`config.mk`:
```
export PLATFORM = sky130hd
export DESIGN_NAME = bin_to_gray
export DESIGN_NICKNAME = d
export VERILOG_FILES = /design/src/rtl/bin_gray_pkg.sv /design/src/rtl/gray_to_bin.sv /design/src/rtl/bin_to_gray.sv
export SDC_FILE = /design/constraint.sdc
export NUM_CORES = 1
export LEC_CHECK = 0
export ABC_AREA = 1
export ABC_CLOCK_PERIOD_IN_PS = 800
export BUFFER_PORTS_ARGS = -buffer_cell sky130_fd_sc_hd__buf_2
export CORE_MARGIN = 5
export CORE_UTILIZATION = 35
export DETAILED_ROUTE_END_ITERATION = 6
export PLACE_DENSITY = 0.74
export RECOVER_POWER = 100
export SLEW_MARGIN = 10
export SYNTH_ARGS = -nofsm -noshare
export SYNTH_HDL_FRONTEND = slang
export SYNTH_SLANG_ARGS = --single-unit
export TNS_END_PERCENT = 10
```
`constraint.sdc`:
```
create_clock -name clk -period 0.8 [get_ports clk]
set_input_delay 0.08 -clock clk [delete_from_list [all_inputs] [get_ports clk]]
set_output_delay 0.08 -clock clk [all_outputs]
set_load 0.02 [all_outputs]
```
`src/rtl/bin_gray_pkg.sv`:
```
// Shared Gray-code helpers and defaults for the binary-to-Gray converter
// and its optional round-trip decoder.
package bin_gray_pkg;

  localparam int DEFAULT_WIDTH = 8;

  function automatic logic [31:0] bin2gray(logic [31:0] b, int w);
    logic [31:0] mask;
    mask = (w >= 32) ? 32'hFFFF_FFFF : ((32'd1 << w) - 32'd1);
    return (b ^ (b >> 1)) & mask;
  endfunction

  // MSB-down prefix XOR: each binary bit is the parity of all Gray bits at or above it.
  function automatic logic [31:0] gray2bin(logic [31:0] g, int w);
    logic [31:0] r;
    logic        acc;
    r   = '0;
    acc = 1'b0;
    for (int i = 31; i >= 0; i--) begin
      if (i < w) begin
        acc  = acc ^ g[i];
        r[i] = acc;
      end
    end
    return r;
  endfunction

endpackage

```
`src/rtl/gray_to_bin.sv`:
```
// Combinational Gray-to-binary decoder; bit i is the XOR reduction of
// every Gray bit from the MSB down to bit i.
module gray_to_bin #(
  parameter int WIDTH = 8
) (
  input  logic [WIDTH-1:0] gray,
  output logic [WIDTH-1:0] bin
);

  for (genvar gi = 0; gi < WIDTH; gi++) begin : g_bit
    assign bin[gi] = ^gray[WIDTH-1:gi];
  end

endmodule

```
`src/rtl/bin_to_gray.sv`:
```
// Binary to reflected-binary Gray converter with combinational and registered outputs.
// Define BIN2GRAY_ROUNDTRIP_EN to add a registered round-trip decode and sticky mismatch flag.
module bin_to_gray
  import bin_gray_pkg::*;
#(
  parameter int WIDTH = DEFAULT_WIDTH
) (
  input  logic             clk,
  input  logic             rst,
  input  logic [WIDTH-1:0] bin_in,
  input  logic             bin_valid,
  output logic [WIDTH-1:0] gray_comb,
  output logic [WIDTH-1:0] gray_q,
  output logic             gray_valid,
  output logic [WIDTH-1:0] bin_rt,
  output logic             rt_err
);

  logic [WIDTH-1:0] code_q, code_d;
  logic             valid_q, valid_d;

  always_comb begin
    gray_comb = WIDTH'(bin2gray(32'(bin_in), WIDTH));
    code_d    = code_q;
    valid_d   = bin_valid;
    if (bin_valid) begin
      code_d = gray_comb;
    end
  end

  always_ff @(posedge clk or posedge rst) begin
    if (rst) begin
      code_q  <= '0;
      valid_q <= 1'b0;
    end else begin
      code_q  <= code_d;
      valid_q <= valid_d;
    end
  end

  assign gray_q     = code_q;
  assign gray_valid = valid_q;

`ifdef BIN2GRAY_ROUNDTRIP_EN
  logic [WIDTH-1:0] dec_bin;
  logic [WIDTH-1:0] src_q, src_d;
  logic [WIDTH-1:0] ref_q, ref_d;
  logic [WIDTH-1:0] rt_q, rt_d;
  logic             chk_q, chk_d;
  logic             err_q, err_d;

  gray_to_bin #(.WIDTH(WIDTH)) u_dec (
    .gray (code_q),
    .bin  (dec_bin)
  );

  // src tracks the word behind code_q; ref delays it to line up with the decoded rt.
  always_comb begin
    src_d = bin_valid ? bin_in : src_q;
    rt_d  = dec_bin;
    ref_d = src_q;
    chk_d = valid_q;
    err_d = err_q | (chk_q && (rt_q != ref_q));
  end

  always_ff @(posedge clk or posedge rst) begin
    if (rst) begin
      src_q <= '0;
      ref_q <= '0;
      rt_q  <= '0;
      chk_q <= 1'b0;
      err_q <= 1'b0;
    end else begin
      src_q <= src_d;
      ref_q <= ref_d;
      rt_q  <= rt_d;
      chk_q <= chk_d;
      err_q <= err_d;
    end
  end

  assign bin_rt = rt_q;
  assign rt_err = err_q;
`else
  assign bin_rt = '0;
  assign rt_err = 1'b0;
`endif

endmodule

```
### Yosys cells after proc, flatten, opt, wreduce, memory -nomap -nowiden

Cells that the tools add are included.

* bitwise gates (word level): 1

Operators by type and width (count)
* XOR 8 x 7 -> 8 bit: 1

* bits in registers: 9
* bits of input ports: 11
* output and inout bits: 26
* logic and storage cells: 3

### Longest topological paths before layout

Gate-level depths: netlist of run 1.

* depth in word-level cells: 1
* mapped depth: 4
* depth with buffers taken out: 4

### Worst setup path before layout of run 1

No wires, ideal clock.

* kind: register to register
* start: register gray_q[7] (netlist name)
* end: register code_q[7] (netlist: gray_q[7])
* setup time: 0.118 ns
* arrival: 0.579 ns
* data required time: 0.682 ns
* path slack: 0.103 ns
* stages on the path, launching flop included: 3
* path buffers: 0
* clock period less this slack: 0.697 ns
* cell sequence: dfrtp_1 -> nand2_1 -> o21ai_2

RTL lines
* to (signal assigned): RTL line bin_to_gray.sv:36 `code_q <= code_d;`
* to (decl): RTL line bin_to_gray.sv:19 `logic [WIDTH-1:0] code_q, code_d;`

### Final worst setup path of run 1

* start: register code_q[3] (netlist: gray_q[3])
* end: output port gray_q[3]

RTL lines
* to (decl): RTL line bin_to_gray.sv:13 `output logic [WIDTH-1:0] gray_q,`

No word-level cell between the ends.

==> results of run 1 <==
cell type report:
cell class	count	area (µm²)	share of cell area
Multi-Input combinational cell	53	230	0.297
Timing Repair Buffer	33	230	0.297
Sequential cell	9	225	0.291
Inverter	10	42.5	0.0549
Clock buffer	4	26.3	0.0339
Tap cell	16	20.0	0.0258
state kept, by name, summed over array words and instances (netlist names):
| name | cells |
|---|---|
| gray_q | 8 |
| gray_valid | 1 |
routing by layer:
| layer | vias up | GRT usage | part of all wire |
|---|---|---|---|
| li1 | 276 | - | - |
| met2 | 21 | 0.178 | 0.50 |
| met4 | 0 | 0.0524 | 0 |
| met5 | - | 0 | 0 |
| met3 | 0 | 0.0392 | 0.11 |
| met1 | 222 | 0.115 | 0.38 |
logic make-up (layout without fill, tap and decap cells):
family                 Yosys count  after routing  share of synthesized area
and+or+nand+nor                 43             43                      0.339
DFF                              9              9                      0.406
other                            1              9                    0.00677
buffers and inverters           21             47                      0.232
AOI/OAI and AO/OA                1              1                     0.0158
timing repair:
item | CTS | global route
hold buffers | 1 | 0
endpoints found under the hold margin | 9 | 0
gates resized for setup | 16 | 0
buffers inserted | 5 | 0
setup endpoints to repair | 9 | 9
how the worst max path moves through the flow:
stage / end / startpoint / cells past startpoint / slack, ns
CTS: gray_q[4] / gray_q[4] / 1 / -0.07
global route: gray_q[2] / gray_q[2] / 1 / -0.10
global placement: gray_comb[5] / bin_in[5] / 5 / 0.11
detailed placement: gray_comb[6] / bin_in[7] / 5 / 0.1
floorplan: gray_q[7] / gray_q[7] / 2 / 0.10
finish: gray_q[3] / gray_q[3] / 1 / -0.07
per-stage QoR:
| stage | total power [W] | area [µm²] | hold slack, ns | utilization |
|---|---|---|---|---|
| 6_report | 0.00133 | 774 | 0.101 | 0.514 |
| 5_1_grt | 0.00141 | 774 | 0.119 | 0.514 |
| 4_1_cts | 0.00136 | 777 | 0.0635 | 0.516 |
| 3_5_place_dp | 0.000900 | 653 | 0.0541 | 0.434 |
| 3_3_place_gp | 0.000894 | 653 | 0.0445 | 0.434 |
| 2_1_floorplan | 0.000815 | 584 | -0.0921 | - |
cells in the final DEF, fill, tap and decap left out:
cell,Yosys,layout
buf_4,10,1
conb_1,1,9
dlygate4sd3_1,0,1
clkbuf_4,0,7
nand2_1,29,29
o21ai_2,1,1
and2_1,7,7
dfrtp_1,9,9
clkbuf_2,0,7
buf_2,0,10
buf_6,1,8
clkbuf_1,0,3
inv_6,1,1
inv_1,9,9
nand3_1,7,7
power by group:
group	switching, W	internal [W]
Combinational	0.000263	0.000193
Sequential	0.0000295	0.000500
Clock	0.000151	0.000192
==> results.cfg, run 1 <==
[status]
violations = setup timing
status = complete, but fails checks

[synth]
synthArstFlopShare = 1.00
synth_top_cell_area_share = 0.406
synth_cells = 75
synth_top_area_cell = dfrtp_1
ys_seq_area_frac = 0.406
synthTopCellsByCount = nand2_1 (29), buf_4 (10), dfrtp_1 (9), inv_1 (9)
synth_warnings = 0
synth.distinct_cells = 10
synth_most_common_cell = nand2_1
ys_ff_latch = 9
synth_area_leaders = dfrtp_1 (41%), nand2_1 (20%), buf_4 (14%), and2_1 (7.9%), nand3_1 (6.3%)
synth_edf_count = 0
synthesis.area_um2 = 554
yosys_most_used_dff = dfrtp_1
syn_area_per_cell_um2 = 7.39

[timing]
clock.fmax_mhz = 1150
finClkSkew_ns = 0
layout_worst_path_cycle_share = 1.08
tightest_slew_ns = 0.515
worst_slack_ns = -0.0671
rsz0062_at_grt = true
setup_violations = 9
finalSetupTns_ns = -0.477
max_slew_margin = 0.657
hold_violations = 0
period_needed_ns = 0.867
final_max_slew_viol_count = 0

[drt]
wl_per_cell_um = 9.82
routed_wl_um = 1230
first_pass_iters = 4
via_count = 519
avgViaCountPerCell = 4.15
route.detailed.drc = 0
drt_iter0_markers = 5
final_antenna_net_count = 0

[critical_path]
critPathMaxFanout = 2
worst-endpoint-arrival_ns = 0.79
path_class = register to output port
r2r_start = gray_q[3]
r2r-end = gray_q[3]
worst-r2r-setup-slack_ns = 0.04
critical-path-top-delay-family = flip-flops
critPathBufInv = 1
r2r_cells = 3
crit_path_end_kind = output port
critPathRequiredTime_ns = 0.72
cp_cell_sequence = buf_6
cp_slowest_cell = dfrtp_1
start_kind = register
cpPeakStageDelay_ns = 0.40

[floorplanning]
initial_utilization = 0.368
core_um2 = 1510
io_pins = 37
dieArea_um2 = 2480
die_x_um = 49.8
die-height_um = 49.8
rows = 14

[layout]
syn_to_final_growth_pct = 39.7
final_nets = 121
fill_cells = 157
n_antenna_cell = 0
final_cell_count_no_fill = 125
drive_above_1_share = 0.321

[global_routing]
overflow = 0
grt.total_usage = 0.106
grt_max_degree = 10
first_global_vias = 516
antenna_found_initial = 0
grt_pass1_wl_um = 2040

[cts]
cts_sinks = 9
clk_pin_slew_ns = 0.06
ctsHtreeMaxLevel = 1
cts_tree = done
cts_buffers = 3
clock-root-buffer = clkbuf_4
clockBufferDepth = 2
clk_latency_ns = 0.25

[hold_path]
hp-start = bin_in[7]
hp-class = primary input to register
hold_path_depth = 3
hold_path_end = gray_q[7]

[placed_design]
dp_hpwl_um = 949
gp_congestion = 0.660
dp.cells = 115
portBuffers = 27
pre_cts_slack_ns = 0.0961

[pwr]
power_density_nw_per_um2 = 1720
ir_drop_mv = 0.679
p_leak_nw = 0.461

[run]
maxCapViolations = 0
Note: power is estimated with default switching activity, not from simulation.
==> run 2, diff against run 1 <==
--- a/config.mk
+++ b/config.mk
@@ -6,12 +6,12 @@
 export NUM_CORES = 1
 export LEC_CHECK = 0
 export ABC_AREA = 1
-export ABC_CLOCK_PERIOD_IN_PS = 800
+export ABC_CLOCK_PERIOD_IN_PS = 1000
 export BUFFER_PORTS_ARGS = -buffer_cell sky130_fd_sc_hd__buf_2
 export CORE_MARGIN = 5
 export CORE_UTILIZATION = 35
 export DETAILED_ROUTE_END_ITERATION = 6
-export PLACE_DENSITY = 0.74
+export PLACE_DENSITY = 0.71
 export RECOVER_POWER = 100
 export SLEW_MARGIN = 10
 export SYNTH_ARGS = -nofsm -noshare
==> constraint.sdc (replaced) <==
create_clock -name clk -period 1 [get_ports clk]
set_input_delay 0.1 -clock clk [delete_from_list [all_inputs] [get_ports clk]]
set_output_delay 0.1 -clock clk [all_outputs]
set_load 0.02 [all_outputs]
==> run 2 against run 1 <==
The run now ends clean. Non-clock buffer count is 5 lower. Power decreased by 26%. Count of clock-buffer cells in the layout is the same. Register-to-register slack better by 0.33 ns. Die area stayed put. Clock skew unchanged. Clock power shrank 21%. Critical endpoint is now gray_valid. Highest routed layer unchanged.
==> results.cfg, run 2 (same netlist as run 1, synthesis figures left out) <==
[status]
status = completed

[cts]
cts_tree = done
clk_latency_ns = 0.25
ctsHtreeMaxLevel = 1
cts_buffers = 3
clockBufferDepth = 2
post_cts_buffers = 0
clock-root-buffer = clkbuf_4
post_cts_resize_count = 0
clk_pin_slew_ns = 0.06
hold_buffers = 1
cts_sinks = 9

[pwr]
power_w = 0.000977
p_clk_frac = 0.278
p_leak_nw = 0.398
p_comb_frac = 0.293
power_density_nw_per_um2 = 1450
p_int_w = 0.000638
seqPwrFrac = 0.429
p_sw_frac = 0.347
ir_drop_mv = 0.481
netSwitchingPower_w = 0.000339

[drt]
route.detailed.drc = 0
wl_per_cell_um = 9.83
routed_wl_um = 1180
via_count = 496
first_pass_iters = 4
drt_iter0_markers = 7
avgViaCountPerCell = 4.13
final_antenna_net_count = 0

[floorplanning]
initial_utilization = 0.368
dieArea_um2 = 2480
die-height_um = 49.8
io_pins = 37
rows = 14
die_x_um = 49.8
core_um2 = 1510

[placed_design]
dpl_cell_area_um2 = 653
pre_cts_slack_ns = 0.265
portBuffers = 27
gp_congestion = 0.675
dp_hpwl_um = 978

[timing]
setup_violations = 0
finClkSkew_ns = 0
period_needed_ns = 0.901
worst_slack_ns = 0.0989
tightest_slew_ns = 0.527
layout_worst_path_cycle_share = 0.901
finalSetupTns_ns = 0
timing.hold.ws_ns = 0.142
final_max_slew_viol_count = 0
hold_violations = 0
clock.fmax_mhz = 1110
max_slew_margin = 0.649
rsz0062_at_grt = false

[critical_path]
cpPeakStageDelay_ns = 0.32
path_class = register to output port
worst-endpoint-arrival_ns = 0.80
cp_cell_sequence = clkbuf_1
critPathRequiredTime_ns = 0.90
crit_path_end_kind = output port
start_kind = register
cp_slowest_cell = dfrtp_1
critical-path-top-delay-family = flip-flops
critPathBufInv = 1
critPathMaxFanout = 1

[layout]
n_antenna_cell = 0
final_nets = 116
mostFrequentLayoutCells = nand2_1 (29), clkbuf_1 (11)
drive_above_1_share = 0.202
largest_reg_flops = 8
final_area_um2 = 673
final_common_cell = nand2_1
syn_to_final_growth_pct = 21.4

[global_routing]
grt_pass1_wl_um = 1970
overflow = 0
first_global_vias = 514
grt.total_usage = 0.102
antenna_found_initial = 0
grt_max_degree = 10

[run]
maxCapViolations = 0

[hold_path]
hp-class = primary input to register
-- run 2: power groups by stage --
stage	Combinational (W)	Sequential [W]	Clock, W
3_3_place_gp	0.000292	0.000424	0
3_5_place_dp	0.000298	0.000424	0
2_1_floorplan	0.000183	0.000469	0
6_report	0.000286	0.000419	0.000271
4_1_cts	0.000301	0.000418	0.000283
5_1_grt	0.000317	0.000423	0.000302
-- run 2: through the flow --
step,utilization,instances
floorplan,-,83
global placement,0.434,115
detailed placement,0.434,115
CTS,0.458,120
global route,0.447,120
finish,0.447,120
-- run 2: final cells by class --
cell class | instances | area, µm²
Fill cell | 176 | 833
Sequential cell | 9 | 225
Inverter | 10 | 42.5
Timing Repair Buffer | 28 | 133
Multi-Input combinational cell | 53 | 226
Tap cell | 16 | 20.0
Clock buffer | 4 | 26.3
-- run 2: path summary, 6_finish.rpt --
path                             from          to  slack [ns]  cells after the start
max in group asynchronous         rst   gray_q[7]        0.40                      3
hold / removal              bin_in[0]   gray_q[0]        0.14                      4
min in group asynchronous         rst  gray_valid        0.35                      3
setup / recovery           gray_valid  gray_valid         0.1                      1
hold reg to reg             gray_q[0]   gray_q[0]        0.48                      2
setup reg to reg            gray_q[7]   gray_q[7]        0.37                      2
-- run 2: per-layer routing --
metal / routed length [µm] / GRT usage
met1: 464 / 0.110
met2: 601 / 0.172
met3: 114 / 0.0301
met4: 0 / 0.0655
met5: 0 / 0
